[config.mk]
export PLATFORM = sky130hd
export DESIGN_NAME = spi_slave
export DESIGN_NICKNAME = d
export VERILOG_FILES = /design/src/rtl/spi_pkg.sv /design/src/rtl/spi_sync_edge.sv /design/src/rtl/spi_slave.sv
export SDC_FILE = /design/constraint.sdc
export NUM_CORES = 1
export LEC_CHECK = 0
export CAP_MARGIN = 20
export CORE_MARGIN = 8
export CORE_UTILIZATION = 55
export CTS_CLUSTER_SIZE = 20
export DETAILED_ROUTE_END_ITERATION = 8
export GPL_ROUTABILITY_DRIVEN = 0
export PLACE_DENSITY_LB_ADDON = 0.12
export SYNTH_ARGS = -nofsm -noshare
export SYNTH_HDL_FRONTEND = slang
export SYNTH_SLANG_ARGS = --single-unit
[constraint.sdc]
create_clock -name clk -period 2.54 [get_ports clk]
set_input_delay 0.381 -clock clk [delete_from_list [all_inputs] [get_ports clk]]
set_output_delay 0.381 -clock clk [all_outputs]
set_load 0.03 [all_outputs]
[src/rtl/spi_pkg.sv]
// Shared SPI definitions: state encoding, default frame width, mode constants.
// Latency: n/a (package only).
// Backpressure: n/a (package only).
package spi_pkg;

    // Default bits per frame
    localparam int SPI_DATA_WIDTH = 16;

    // One-hot frame states, same encoding style as the SPIMaster
    localparam logic [2:0] ST_IDLE  = 3'b001;
    localparam logic [2:0] ST_SHIFT = 3'b010;
    localparam logic [2:0] ST_DONE  = 3'b100;

    // Bus mode as {ckp, cph}
    typedef struct packed {
        logic ckp;
        logic cph;
    } spi_mode_t;

    localparam spi_mode_t MODE0 = '{ckp: 1'b0, cph: 1'b0};
    localparam spi_mode_t MODE1 = '{ckp: 1'b0, cph: 1'b1};
    localparam spi_mode_t MODE2 = '{ckp: 1'b1, cph: 1'b0};
    localparam spi_mode_t MODE3 = '{ckp: 1'b1, cph: 1'b1};

    // Sample edge is the leading edge for CPH=0, the trailing edge for CPH=1.
    // Calling it with lead/trail swapped yields the shift edge.
    function automatic logic pick_edge(input logic cph, input logic lead, input logic trail);
        return cph ? trail : lead;
    endfunction

endpackage

[src/rtl/spi_sync_edge.sv]
// N-stage synchronizer with one registered previous value for edge detection.
// Latency: level follows the pin after STAGES clk; rise/fall pulse in the cycle after that.
// Backpressure: none, free-running.
//
// Ports: clk, rst (sync, active high), din_i (async pin),
//        level_o (synchronized level), rise_o / fall_o (one-clk edge pulses).
module spi_sync_edge #(
    parameter int   STAGES    = 2,
    parameter logic RESET_VAL = 1'b0
) (
    input  logic clk,
    input  logic rst,
    input  logic din_i,
    output logic level_o,
    output logic rise_o,
    output logic fall_o
);

    logic [STAGES-1:0] sync_q;
    logic              prev_q;

    always_ff @(posedge clk) begin
        if (rst) begin
            sync_q <= {STAGES{RESET_VAL}};
            prev_q <= RESET_VAL;
        end else begin
            sync_q <= {sync_q[STAGES-2:0], din_i};
            prev_q <= sync_q[STAGES-1];
        end
    end

    assign level_o = sync_q[STAGES-1];
    assign rise_o  =  sync_q[STAGES-1] & ~prev_q;
    assign fall_o  = ~sync_q[STAGES-1] &  prev_q;

endmodule

[src/rtl/spi_slave.sv]
// Oversampling SPI slave: LSB-first DATA_WIDTH-bit frames in on MOSI, tx_data out on MISO.
// Latency: bus edges act SYNC_STAGES+1 clk after the pin change; rx_valid one clk after the last sample.
// Backpressure: none; rx_data is overwritten by each complete frame, consumer must keep up.
//
// Ports: clk, rst (sync, active high), CKP/CPH (mode), SCK/CS/MOSI (async bus inputs),
//        MISO (serial out), tx_data (captured at CS assertion), rx_data/rx_valid (received word),
//        busy (frame in progress), frame_err (CS released mid-frame).
module spi_slave
    import spi_pkg::*;
#(
    parameter int DATA_WIDTH  = SPI_DATA_WIDTH,
    parameter int SYNC_STAGES = 2
) (
    input  logic                  clk,
    input  logic                  rst,
    input  logic                  CKP,
    input  logic                  CPH,
    input  logic                  SCK,
    input  logic                  CS,
    input  logic                  MOSI,
    output logic                  MISO,
    input  logic [DATA_WIDTH-1:0] tx_data,
    output logic [DATA_WIDTH-1:0] rx_data,
    output logic                  rx_valid,
    output logic                  busy,
    output logic                  frame_err
);

    localparam int CNT_W = $clog2(DATA_WIDTH) + 1;
    localparam int IDX_W = $clog2(DATA_WIDTH);
    localparam logic [CNT_W-1:0] LAST_BIT = CNT_W'(DATA_WIDTH - 1);

    // ---------------------------------------------------------------
    // Bus synchronizers
    // ---------------------------------------------------------------
    logic sck_lvl_unused, sck_rise, sck_fall;
    logic cs_lvl_unused, cs_rise, cs_fall;
    logic mosi_s, mosi_rise_unused, mosi_fall_unused;

    spi_sync_edge #(.STAGES(SYNC_STAGES), .RESET_VAL(1'b0)) u_sync_sck (
        .clk     (clk),
        .rst     (rst),
        .din_i   (SCK),
        .level_o (sck_lvl_unused),
        .rise_o  (sck_rise),
        .fall_o  (sck_fall)
    );

    // CS presets high so reset never looks like a chip-select assertion
    spi_sync_edge #(.STAGES(SYNC_STAGES), .RESET_VAL(1'b1)) u_sync_cs (
        .clk     (clk),
        .rst     (rst),
        .din_i   (CS),
        .level_o (cs_lvl_unused),
        .rise_o  (cs_rise),
        .fall_o  (cs_fall)
    );

    spi_sync_edge #(.STAGES(SYNC_STAGES), .RESET_VAL(1'b0)) u_sync_mosi (
        .clk     (clk),
        .rst     (rst),
        .din_i   (MOSI),
        .level_o (mosi_s),
        .rise_o  (mosi_rise_unused),
        .fall_o  (mosi_fall_unused)
    );

    // ---------------------------------------------------------------
    // Edge qualification
    // ---------------------------------------------------------------
    logic lead_edge, trail_edge, sample_edge, shift_edge;

    // Leading edge leaves the idle (CKP) level, trailing edge returns to it
    assign lead_edge   = CKP ? sck_fall : sck_rise;
    assign trail_edge  = CKP ? sck_rise : sck_fall;
    assign sample_edge = pick_edge(CPH, lead_edge, trail_edge);
    assign shift_edge  = pick_edge(CPH, trail_edge, lead_edge);

    // ---------------------------------------------------------------
    // Frame state
    // ---------------------------------------------------------------
    logic [2:0]            state_q,    state_d;
    logic [CNT_W-1:0]      bit_cnt_q,  bit_cnt_d;
    logic [DATA_WIDTH-1:0] tx_shift_q, tx_shift_d;
    logic [DATA_WIDTH-1:0] rx_shift_q, rx_shift_d;
    logic [DATA_WIDTH-1:0] rx_data_q,  rx_data_d;
    logic                  miso_q,     miso_d;
    logic                  rx_valid_q, rx_valid_d;
    logic                  frame_err_q, frame_err_d;
    logic [IDX_W-1:0]      bit_idx;

    // bit_cnt never exceeds DATA_WIDTH-1 while it is used as an index
    assign bit_idx = bit_cnt_q[IDX_W-1:0];

    always_comb begin
        state_d     = state_q;
        bit_cnt_d   = bit_cnt_q;
        tx_shift_d  = tx_shift_q;
        rx_shift_d  = rx_shift_q;
        rx_data_d   = rx_data_q;
        miso_d      = miso_q;
        rx_valid_d  = 1'b0;
        frame_err_d = 1'b0;

        case (state_q)
            ST_IDLE: begin
                miso_d = 1'b0;
                if (cs_fall) begin
                    tx_shift_d = tx_data;
                    bit_cnt_d  = '0;
                    rx_shift_d = '0;
                    state_d    = ST_SHIFT;
                    // CPH=0: first bit must be on the wire before the first sample edge
                    if (!CPH) begin
                        miso_d = tx_data[0];
                    end
                end
            end

            ST_SHIFT: begin
                if (cs_rise) begin
                    frame_err_d = 1'b1;
                    miso_d      = 1'b0;
                    state_d     = ST_IDLE;
                end else if (sample_edge) begin
                    rx_shift_d[bit_idx] = mosi_s;
                    bit_cnt_d           = bit_cnt_q + CNT_W'(1);
                    if (bit_cnt_q == LAST_BIT) begin
                        rx_data_d  = rx_shift_d;
                        rx_valid_d = 1'b1;
                        state_d    = ST_DONE;
                    end
                end else if (shift_edge) begin
                    // bit_cnt counts samples already taken, so it indexes the next
                    // bit to present in both phases: CPH=1 before its sample, CPH=0
                    // one past the bit just sampled.
                    miso_d = tx_shift_q[bit_idx];
                end
            end

            ST_DONE: begin
                // SCK edges ignored; MISO holds its last bit until CS releases
                if (cs_rise) begin
                    miso_d  = 1'b0;
                    state_d = ST_IDLE;
                end
            end

            default: begin
                miso_d  = 1'b0;
                state_d = ST_IDLE;
            end
        endcase
    end

    always_ff @(posedge clk) begin
        if (rst) begin
            state_q     <= ST_IDLE;
            bit_cnt_q   <= '0;
            tx_shift_q  <= '0;
            rx_shift_q  <= '0;
            rx_data_q   <= '0;
            miso_q      <= 1'b0;
            rx_valid_q  <= 1'b0;
            frame_err_q <= 1'b0;
        end else begin
            state_q     <= state_d;
            bit_cnt_q   <= bit_cnt_d;
            tx_shift_q  <= tx_shift_d;
            rx_shift_q  <= rx_shift_d;
            rx_data_q   <= rx_data_d;
            miso_q      <= miso_d;
            rx_valid_q  <= rx_valid_d;
            frame_err_q <= frame_err_d;
        end
    end

    assign MISO      = miso_q;
    assign rx_data   = rx_data_q;
    assign rx_valid  = rx_valid_q;
    assign frame_err = frame_err_q;
    assign busy      = (state_q == ST_SHIFT);

endmodule

==> reports/metrics.yaml <==
cts:
  cts_buffers: 9
  clock-sinks: 67
  cts_resized: 0
  cts.path.max_buffers: 2
  clk_latency_ns: 0.36
  hold_buffers: 0
  cts_tree: "yes"
  clk_pin_slew_worst_paths_ns: 0.07
  clockRootBuffer: "clkbuf_8"
  htree_levels: 3
  post_cts_buffers: 0
setup_path:
  worstPathRequired_ns: 2.16
  path_cells: "or3b_4, inv_1, clkdlybuf4s50_1"
  worstReg2RegStart: "state_q[1]$_SDFFE_PP0P_"
  cp-end-kind: "output port"
  timing.rr.end: "rx_data[2]$_SDFFE_PP0P_"
  r2r_slack_ns: 0.61
  arrival_ns: 1.99
  rr_worst_depth: 6
  path_class: "flip-flop to output port"
  startpoint_type: "flip-flop"
  slowest_stage: "clkdlybuf4s50_1"
  critPathMaxStageDelay_ns: 0.66
  worst-path-max-fanout: 7
worst_hold_path:
  holdCritStartpoint: "rst"
  holdPathStages: 2
  hold_path_class: "input pin to flip-flop"
  min_to: "u_sync_mosi.sync_q[1]$_SDFF_PP0_"
yosys:
  synth_top_cells_by_count: "dfxtp_1 (67), nand2_1 (42), mux2i_1 (20)"
  async_flop_share_pct: 0
  syn_inst: 326
  synthTopCellsByArea: "dfxtp_1 (43%), mux2i_1 (6.4%), a211oi_2 (5.6%), nand2_1 (5.0%), nor4_1 (3.2%)"
  synth_enable_flop_cells: 0
  syn_area_per_cell_um2: 9.626
  yosys_warnings: 0
  synth_top_area_share_pct: 42.74
  synth_top_area_cell: "dfxtp_1"
  synth_most_common_cell: "dfxtp_1"
  synth.distinct_cells: 44
  syn_area_mm2: 0.003138
  dominantRegCellSynth: "dfxtp_1"
  ys_seq_area_share_pct: 42.74
  synth_seq_cells: 67
  synth_nets: 354
drt:
  drt-initial-drc-count: 142
  vias: 2450
  wirelength_mm: 6.768
  wl_per_cell_um: 15.35
  drc: 0
  viasPerCell: 5.556
  first_pass_iters: 4
  ant_nets: 0
job:
  cap_violations: 0
run_status:
  status: "finished, final reports clean"
global_route:
  grt_use_total_pct: 17.12
  grt_pass1_wl_mm: 11.72
  antenna_found_initial: 0
  overflow: 0
  grt_pass1_vias: 2386
  grt_max_degree: 36
sta:
  setup_violations: 0
  whs_ns: 0.4127
  finalSetupTns_ns: 0
  rsz0062_at_grt: "no"
  worst_pin_slew_ns: 0.8396
  final_hold_viol_count: 0
  finClkSkew_ns: 0.01014
  period_minus_slack_ns: 2.372
  slew_headroom_pct: 43.97
  drv_slew: 0
  period_share_pct: 93.37
  fmax_ghz: 0.4217
final_layout:
  syn_to_final_growth_pct: 19.90
  layout.nets: 392
  antenna_cells: 0
  nFillCells: 442
  multiInputGateArea_mm2: 0.001592
  drive_gt1_share_pct: 18.97
  layout.cells.non_filler: 441
  regArea_mm2: 0.001341
  stdcell_area_mm2: 0.003762
floorplan:
  row_count: 27
  num_io_pins: 43
  die_h_um: 91.54
  die_area_mm2: 0.008379
  core_area_mm2: 0.005507
  fp.dieW_um: 91.54
  initial_core_util_pct: 56.99
power_and_ir_drop:
  p_per_area_mw_per_mm2: 541.6
  power_mw: 2.038
  p_leak_nw: 1.374
  ir_worst_vdd_mv: 0.4020
placed_design:
  placedCellCount: 425
  placed_cell_area_mm2: 0.003576
  io_buffers: 42
  dpl.hpwl_mm: 4.396
kinds of logic after synthesis:
logic type / after synthesis / synth area share, %
adder cells (fa/ha/maj): 5 / 1.994
AO/OA/AOI/OAI: 62 / 16.19
flip-flops: 67 / 42.74
AND/OR/NAND/NOR: 131 / 22.49
XOR/XNOR: 5 / 1.395
multiplexers: 24 / 8.652
buffers and inverters: 32 / 6.539
critical path, delay by kind of cell, from the launching register on:
kind,cells,cell delay (ns)
and+or+nand+nor,1,0.45
buffers and inverters,2,0.72
DFF,1,0.47
how the worst max path moves through the flow:
stage / startpoint / end / slack [ns] / depth (start not counted)
finish: state_q[1]$_SDFFE_PP0P_ / busy / 0.17 / 3
global route: state_q[1]$_SDFFE_PP0P_ / busy / 0.06 / 3
CTS: state_q[1]$_SDFFE_PP0P_ / busy / 0.15 / 3
detailed placement: CPH / rx_shift_q[3]$_SDFFE_PP0P_ / 0.13 / 7
global placement: CPH / rx_shift_q[3]$_SDFFE_PP0P_ / 0.20 / 7
floorplan: CPH / rx_shift_q[10]$_SDFFE_PP0P_ / 0.73 / 7
metrics by stage:
stage / setup slack (ns) / utilization (%)
2_1_floorplan: 0.7253 / -
3_3_place_gp: 0.1993 / 64.94
3_5_place_dp: 0.1347 / 64.94
4_1_cts: 0.1534 / 68.33
5_1_grt: 0.06203 / 68.33
6_report: 0.1684 / 68.33
per-layer routing:
| metal | global-route usage (%) | routed length (µm) |
|---|---|---|
| met1 | 20.27 | 3036 |
| met2 | 27.31 | 3251 |
| met3 | 5.267 | 369 |
| met4 | 8.731 | 111 |
| met5 | 0 | 0 |
layout make-up:
type	count	share of cell area (%)
inverters	4	0.3991
repair buffers	55	14.30
clock inverters	6	1.297
clock buffers	10	3.658
flip-flops and latches	67	35.65
well taps	72	2.394
multi-input cells	227	42.30
state kept, by name, summed over array words and instances, names as in the netlist:
register and flops:
MISO 1, bit_cnt_q 5, frame_err 1, rx_data 16, rx_shift_q 16, rx_valid 1, state_q 3, tx_shift_q 16
u_sync_cs.prev_q 1, u_sync_cs.sync_q 2, u_sync_mosi.sync_q 2, u_sync_sck.prev_q 1, u_sync_sck.sync_q 2
power by group:
group | internal, mW | switching, mW
clock | 0.388 | 0.433
sequential | 1.07 | 0.0127
combinational | 0.0642 | 0.0731
total | 1.52 | 0.519
layout by cell type (no fill, tap or decap), types with 2 or more instances in the layout:
cell and instances:
dfxtp_1 67, nand2_1 42, clkdlybuf4s50_1 41, mux2i_1 20, a21oi_1 17, nor2_1 16
nor4_1 16, a211oi_2 14, nor2_2 11, nor2b_1 11, a31o_1 11, buf_4 11
clkbuf_8 10, nand3b_1 8, a31oi_1 5, nand3_1 5, a31o_2 5, ha_1 5
inv_1 4, nand2b_1 4, xor2_1 4, a211oi_1 4, and3_1 3, nor3b_1 3
or2_2 3, clkinvlp_4 3, mux4_2 2, a2111oi_0 2, or4_1 2, inv_6 2
buf_12 2
(Power assumes the default switching activity.)
==> edit 1: new RTL, same settings <==
The package constant `SPI_DATA_WIDTH` goes from 16 to 8.
--- a/src/rtl/spi_pkg.sv
+++ b/src/rtl/spi_pkg.sv
@@ -6,3 +6,3 @@
     // Default bits per frame
-    localparam int SPI_DATA_WIDTH = 16;
+    localparam int SPI_DATA_WIDTH = 8;
 
Ports: changed (resized rx_data and tx_data); port bits go from 43 to 27. The function was not compared with the original's and may differ.
==> edit 1 against the unedited design <==
  * Sequential share of layout area rose by 3.1 points
  * Sequential cell count shrank 25
  * Final area down 42%
  * Synthesized area fell by 42%
  * Wire length fell by 44%
  * Via count is 41% lower
  * Highest routed layer unchanged
  * Global-route usage shrank 1.4 points
  * Cell count is 40% lower
  * Largest cell class unchanged
  * Worst setup slack better by 0.018 ns
  * Power down 47%
==> edit 1: results (changes against the unedited design) <==
register area share after synthesis - 0.463 (+0.0357)
Total GRT Usage - 0.157 (-0.0142)
outcome - finished clean
Final nets - 232 (-41%)
CP Max Fanout - 6 (-1)
routed vias/inst - 5.53 (-0.49%)
filler cell count - 289 (-35%)
wire per inst - 14.5 µm (-5.4%)
Port Buf Inserts - 26 (-38%)
number of DRC markers in iteration 0 - 103 (-27%)
slew of the pin with the lowest slew margin - 0.564 ns (-0.275 ns)
Worst Skew - 0.00606 ns (-0.00408 ns)
DP Area - 0.00211 mm² (-41%)
vias in the first global route - 1,470 (-38%)
synth cell count leaders - dfxtp_1, nor2_1, a21oi_1
total wire length - 3.82 mm (-44%)
post-detail-place hpwl - 2.70 mm (-39%)
main area contributors after synthesis - dfxtp_1, mux2i_1, a21oi_1
syn nets - 208 (-41%)
CTS root buf - clkbuf_4
Min-Delay Startpoint - u_sync_cs.sync_q[0]$_SDFF_PP1_
CTS buffer count - 5 (-4)
Avg Cell Area, Syn - 9.46 µm² (-1.8%)
largest net degree at the start of global routing - 35 (-2.8%)
Clk pin slew, worst setup/hold paths - 0.11 ns (+0.04 ns)
maximum vdd drop - 0.000391 V (-2.7%)
fraction of layout cells with a size suffix above 1 - 0.115 (-0.0745)
worst min-delay path category - reg -> reg
placed insts - 255 (-40%)
pre-CTS setup slack - 0.126 ns (-0.00880 ns)
-- edit 1: changes by cell type in the layout (fill, tap and decap cells not counted), sizes merged, moves of 5 or more --
cell / delta
nand2: -29
dfxtp: -25
a31o: -16
clkdlybuf4s50: -15
nor4: -15
nor2: -11
a211oi: -9
buf: -9
mux2i: -8
o21ai: +8
o2bb2ai: +7
a31oi: -5
-- edit 1: path summary, 6_finish.rpt --
| kind | cells past startpoint | end | slack [ns] |
|---|---|---|---|
| hold / removal | 1 | u_sync_cs.sync_q[1]$_SDFF_PP1_ | 0.42 |
| setup / recovery | 3 | busy | 0.19 |
| hold reg to reg | 1 | u_sync_cs.sync_q[1]$_SDFF_PP1_ | 0.42 |
| setup reg to reg | 6 | rx_shift_q[7]$_SDFFE_PP0P_ | 0.62 |
-- edit 1: power by group --
group / total (mW) / switching (mW) / internal (mW)
clock network: 0.337 / 0.203 / 0.134
registers: 0.676 / 0.00673 / 0.669
logic: 0.0705 / 0.0326 / 0.0379
total: 1.08 / 0.243 / 0.841
-- edit 1: area by class of cell --
| class | instances | area, µm² | area share |
|---|---|---|---|
| Inverter | 3 | 16.3 | 0.00750 |
| Timing Repair Buffer | 31 | 298 | 0.137 |
| Tap cell | 46 | 57.6 | 0.0265 |
| Clock inverter | 1 | 5.00 | 0.00231 |
| Multi-Input combinational cell | 133 | 897 | 0.413 |
| Sequential cell | 42 | 841 | 0.388 |
| Clock buffer | 7 | 55.1 | 0.0254 |
-- edit 1: cells by family after synthesis --
family                     share of synthesized area
muxes                                         0.0662
and+or+nand+nor                                0.220
AOI/OAI and AO/OA                              0.183
buffers and inverters                         0.0427
adders and majority gates                    0.00689
xor gates and xnor gates                      0.0186
DFF                                            0.463
-- edit 1: layer usage --
layer	wire, µm	track usage	vias to the layer above
met4	68	0.0687	0
li1	-	-	733
met3	179	0.0477	7
met5	0	0	-
met2	1920	0.278	23
met1	1650	0.167	691
-- edit 1: critical path, delay by kind of cell, from the launching register on --
family                 cells  cell delay [ns]
buffers and inverters      2             0.76
flip-flops                 1             0.43
AND/OR/NAND/NOR            1             0.44
==> edit 2: new RTL, config.mk and constraints unchanged <==
Made on the original files. Register the inputs `CKP`, `CPH`, `SCK`, `CS`, `MOSI` and `tx_data` before use, with the module's reset. The logic sees them one clock later.
--- a/src/rtl/spi_slave.sv
+++ b/src/rtl/spi_slave.sv
@@ -32,2 +32,27 @@
 
+    logic CKP_q;
+    logic CPH_q;
+    logic SCK_q;
+    logic CS_q;
+    logic MOSI_q;
+    logic [DATA_WIDTH-1:0] tx_data_q;
+
+    always_ff @(posedge clk) begin
+        if (rst) begin
+            CKP_q     <= '0;
+            CPH_q     <= '0;
+            SCK_q     <= '0;
+            CS_q      <= '0;
+            MOSI_q    <= '0;
+            tx_data_q <= '0;
+        end else begin
+            CKP_q     <= CKP;
+            CPH_q     <= CPH;
+            SCK_q     <= SCK;
+            CS_q      <= CS;
+            MOSI_q    <= MOSI;
+            tx_data_q <= tx_data;
+        end
+    end
+
     // ---------------------------------------------------------------
@@ -42,3 +67,3 @@
         .rst     (rst),
-        .din_i   (SCK),
+        .din_i   (SCK_q),
         .level_o (sck_lvl_unused),
@@ -52,3 +77,3 @@
         .rst     (rst),
-        .din_i   (CS),
+        .din_i   (CS_q),
         .level_o (cs_lvl_unused),
@@ -61,3 +86,3 @@
         .rst     (rst),
-        .din_i   (MOSI),
+        .din_i   (MOSI_q),
         .level_o (mosi_s),
@@ -73,6 +98,6 @@
     // Leading edge leaves the idle (CKP) level, trailing edge returns to it
-    assign lead_edge   = CKP ? sck_fall : sck_rise;
-    assign trail_edge  = CKP ? sck_rise : sck_fall;
-    assign sample_edge = pick_edge(CPH, lead_edge, trail_edge);
-    assign shift_edge  = pick_edge(CPH, trail_edge, lead_edge);
+    assign lead_edge   = CKP_q ? sck_fall : sck_rise;
+    assign trail_edge  = CKP_q ? sck_rise : sck_fall;
+    assign sample_edge = pick_edge(CPH_q, lead_edge, trail_edge);
+    assign shift_edge  = pick_edge(CPH_q, trail_edge, lead_edge);
 
@@ -108,3 +133,3 @@
                 if (cs_fall) begin
-                    tx_shift_d = tx_data;
+                    tx_shift_d = tx_data_q;
                     bit_cnt_d  = '0;
@@ -113,4 +138,4 @@
                     // CPH=0: first bit must be on the wire before the first sample edge
-                    if (!CPH) begin
-                        miso_d = tx_data[0];
+                    if (!CPH_q) begin
+                        miso_d = tx_data_q[0];
                     end
Formal check against the unedited RTL: not equivalent (a bounded check fails within 4 cycles, from zero or initial values and one cycle with rst high).
==> edit 2 against the unedited design <==
  * Worst hold slack better by 0.0012 ns
  * Largest cell class is now registers
  * Via count down 0.41%
  * Synthesized area increased by 11%
  * Final area increased by 12%
  * Critical path depth unchanged
  * Power is 32% higher
  * Clock power rose by 40%
  * Die area increased by 9.4%
  * Sequential cell count up 21
  * Worst setup slack improved by 0.33 ns
  * Combinational power down 9%
  * Wire length is 8.8% lower
  * Core utilization fell by 0.82 points
  * Synthesized cell count grew 7.1%
==> edit 2: results (changes against the unedited design) <==
critical path startpoint - state_q[2]$_SDFFE_PP0P_
CP arrival - 1.66 ns (-0.33 ns)
first-pass GRT wire length - 10.8 mm (-7.5%)
worst min-delay path category - reg -> reg
filler cell count - 519 (+17%)
pre-CTS setup slack - 0.494 ns (+0.360 ns)
Total GRT Usage - 0.149 (-0.0222)
number of DRC markers in iteration 0 - 116 (-18%)
synth cell count leaders - dfxtp_1, nand2_1, nor2b_1
XOR/XNOR share of the synthesized area - 0.00501 (-0.00895)
Min-Delay Startpoint - CS_q$_SDFF_PP0_
outcome - finished clean
max_slew headroom - 0.652 (+0.212)
post-detail-place hpwl - 4.09 mm (-6.9%)
routed vias/inst - 5.22 (-6.0%)
Pleak - 1.54 nW (+12%)
largest net degree at the start of global routing - 64 (+78%)
register area share after synthesis - 0.504 (+0.0763)
post-synthesis mux area share - 0.0826 (-0.00388)
Post-Synth Adder-Cell Area - 0.0179 (-0.00205)
Yosys Warn Count - 0 (unchanged)
main area contributors after synthesis - dfxtp_1, mux2i_1, nor2b_1
Synth Area in Compound Gates - 0.152 (-0.00947)
DP Area - 0.00397 mm² (+11%)
post-synthesis cell type count - 43 (-2.3%)
Final nets - 413 (+5.4%)
maximum vdd drop - 0.000363 V (-9.7%)
total wire length - 6.17 mm (-8.8%)
Worst Skew - 0.00738 ns (-0.00276 ns)
edit 2: area by class of cell:
type	instances	area, µm²	share of cell area
clock inverter	7	119	0.0282
clock buffer	9	124	0.0294
multi-input combinational	231	1590	0.378
timing repair buffer	49	495	0.118
tap	77	96.3	0.0229
sequential	88	1760	0.418
inverter	6	22.5	0.00535
edit 2: worst paths after layout:
kind	to	slack [ns]	depth (start not counted)
min	u_sync_cs.sync_q[0]$_SDFF_PP1_	0.41	1
min reg2reg	u_sync_cs.sync_q[0]$_SDFF_PP1_	0.41	1
max	busy	0.50	3
max reg2reg	state_q[2]$_SDFFE_PP0P_	0.58	6
edit 2: logic make-up (layout without fill, tap and decap cells):
kind of cell	after synthesis	after routing
AOI/OAI and AO/OA	64	64
and+or+nand+nor	134	134
muxes	26	26
xor gates and xnor gates	2	2
buffers and inverters	30	71
DFF	88	88
adders and majority gates	5	5
edit 2: report_power, final:
group,internal [mW],switching [mW],total (mW)
clock,0.654,0.492,1.15
sequential,1.41,0.0126,1.42
combinational,0.0634,0.0619,0.125
total,2.13,0.566,2.69
edit 2: through the flow:
stage	utilization	cells	hold WS, ns
global placement	0.636	451	0.395
floorplan	-	349	0.389
CTS	0.675	467	0.417
detailed placement	0.636	451	0.396
finish	0.675	467	0.414
global route	0.675	467	0.437
edit 2: worst max-delay path, stage by stage, from the launching register on:
cell and delay (ns):
dfxtp_1 0.39, or3b_1 0.53, inv_1 0.09, dlymetal6s2s_1 0.29
edit 2: per-layer routing:
| metal | wire, µm | track usage | part of all wire |
|---|---|---|---|
| met1 | 3060 | 0.194 | 0.50 |
| met2 | 2710 | 0.221 | 0.44 |
| met3 | 292 | 0.0499 | 0.047 |
| met4 | 105 | 0.0615 | 0.017 |
| met5 | 0 | 0 | 0 |
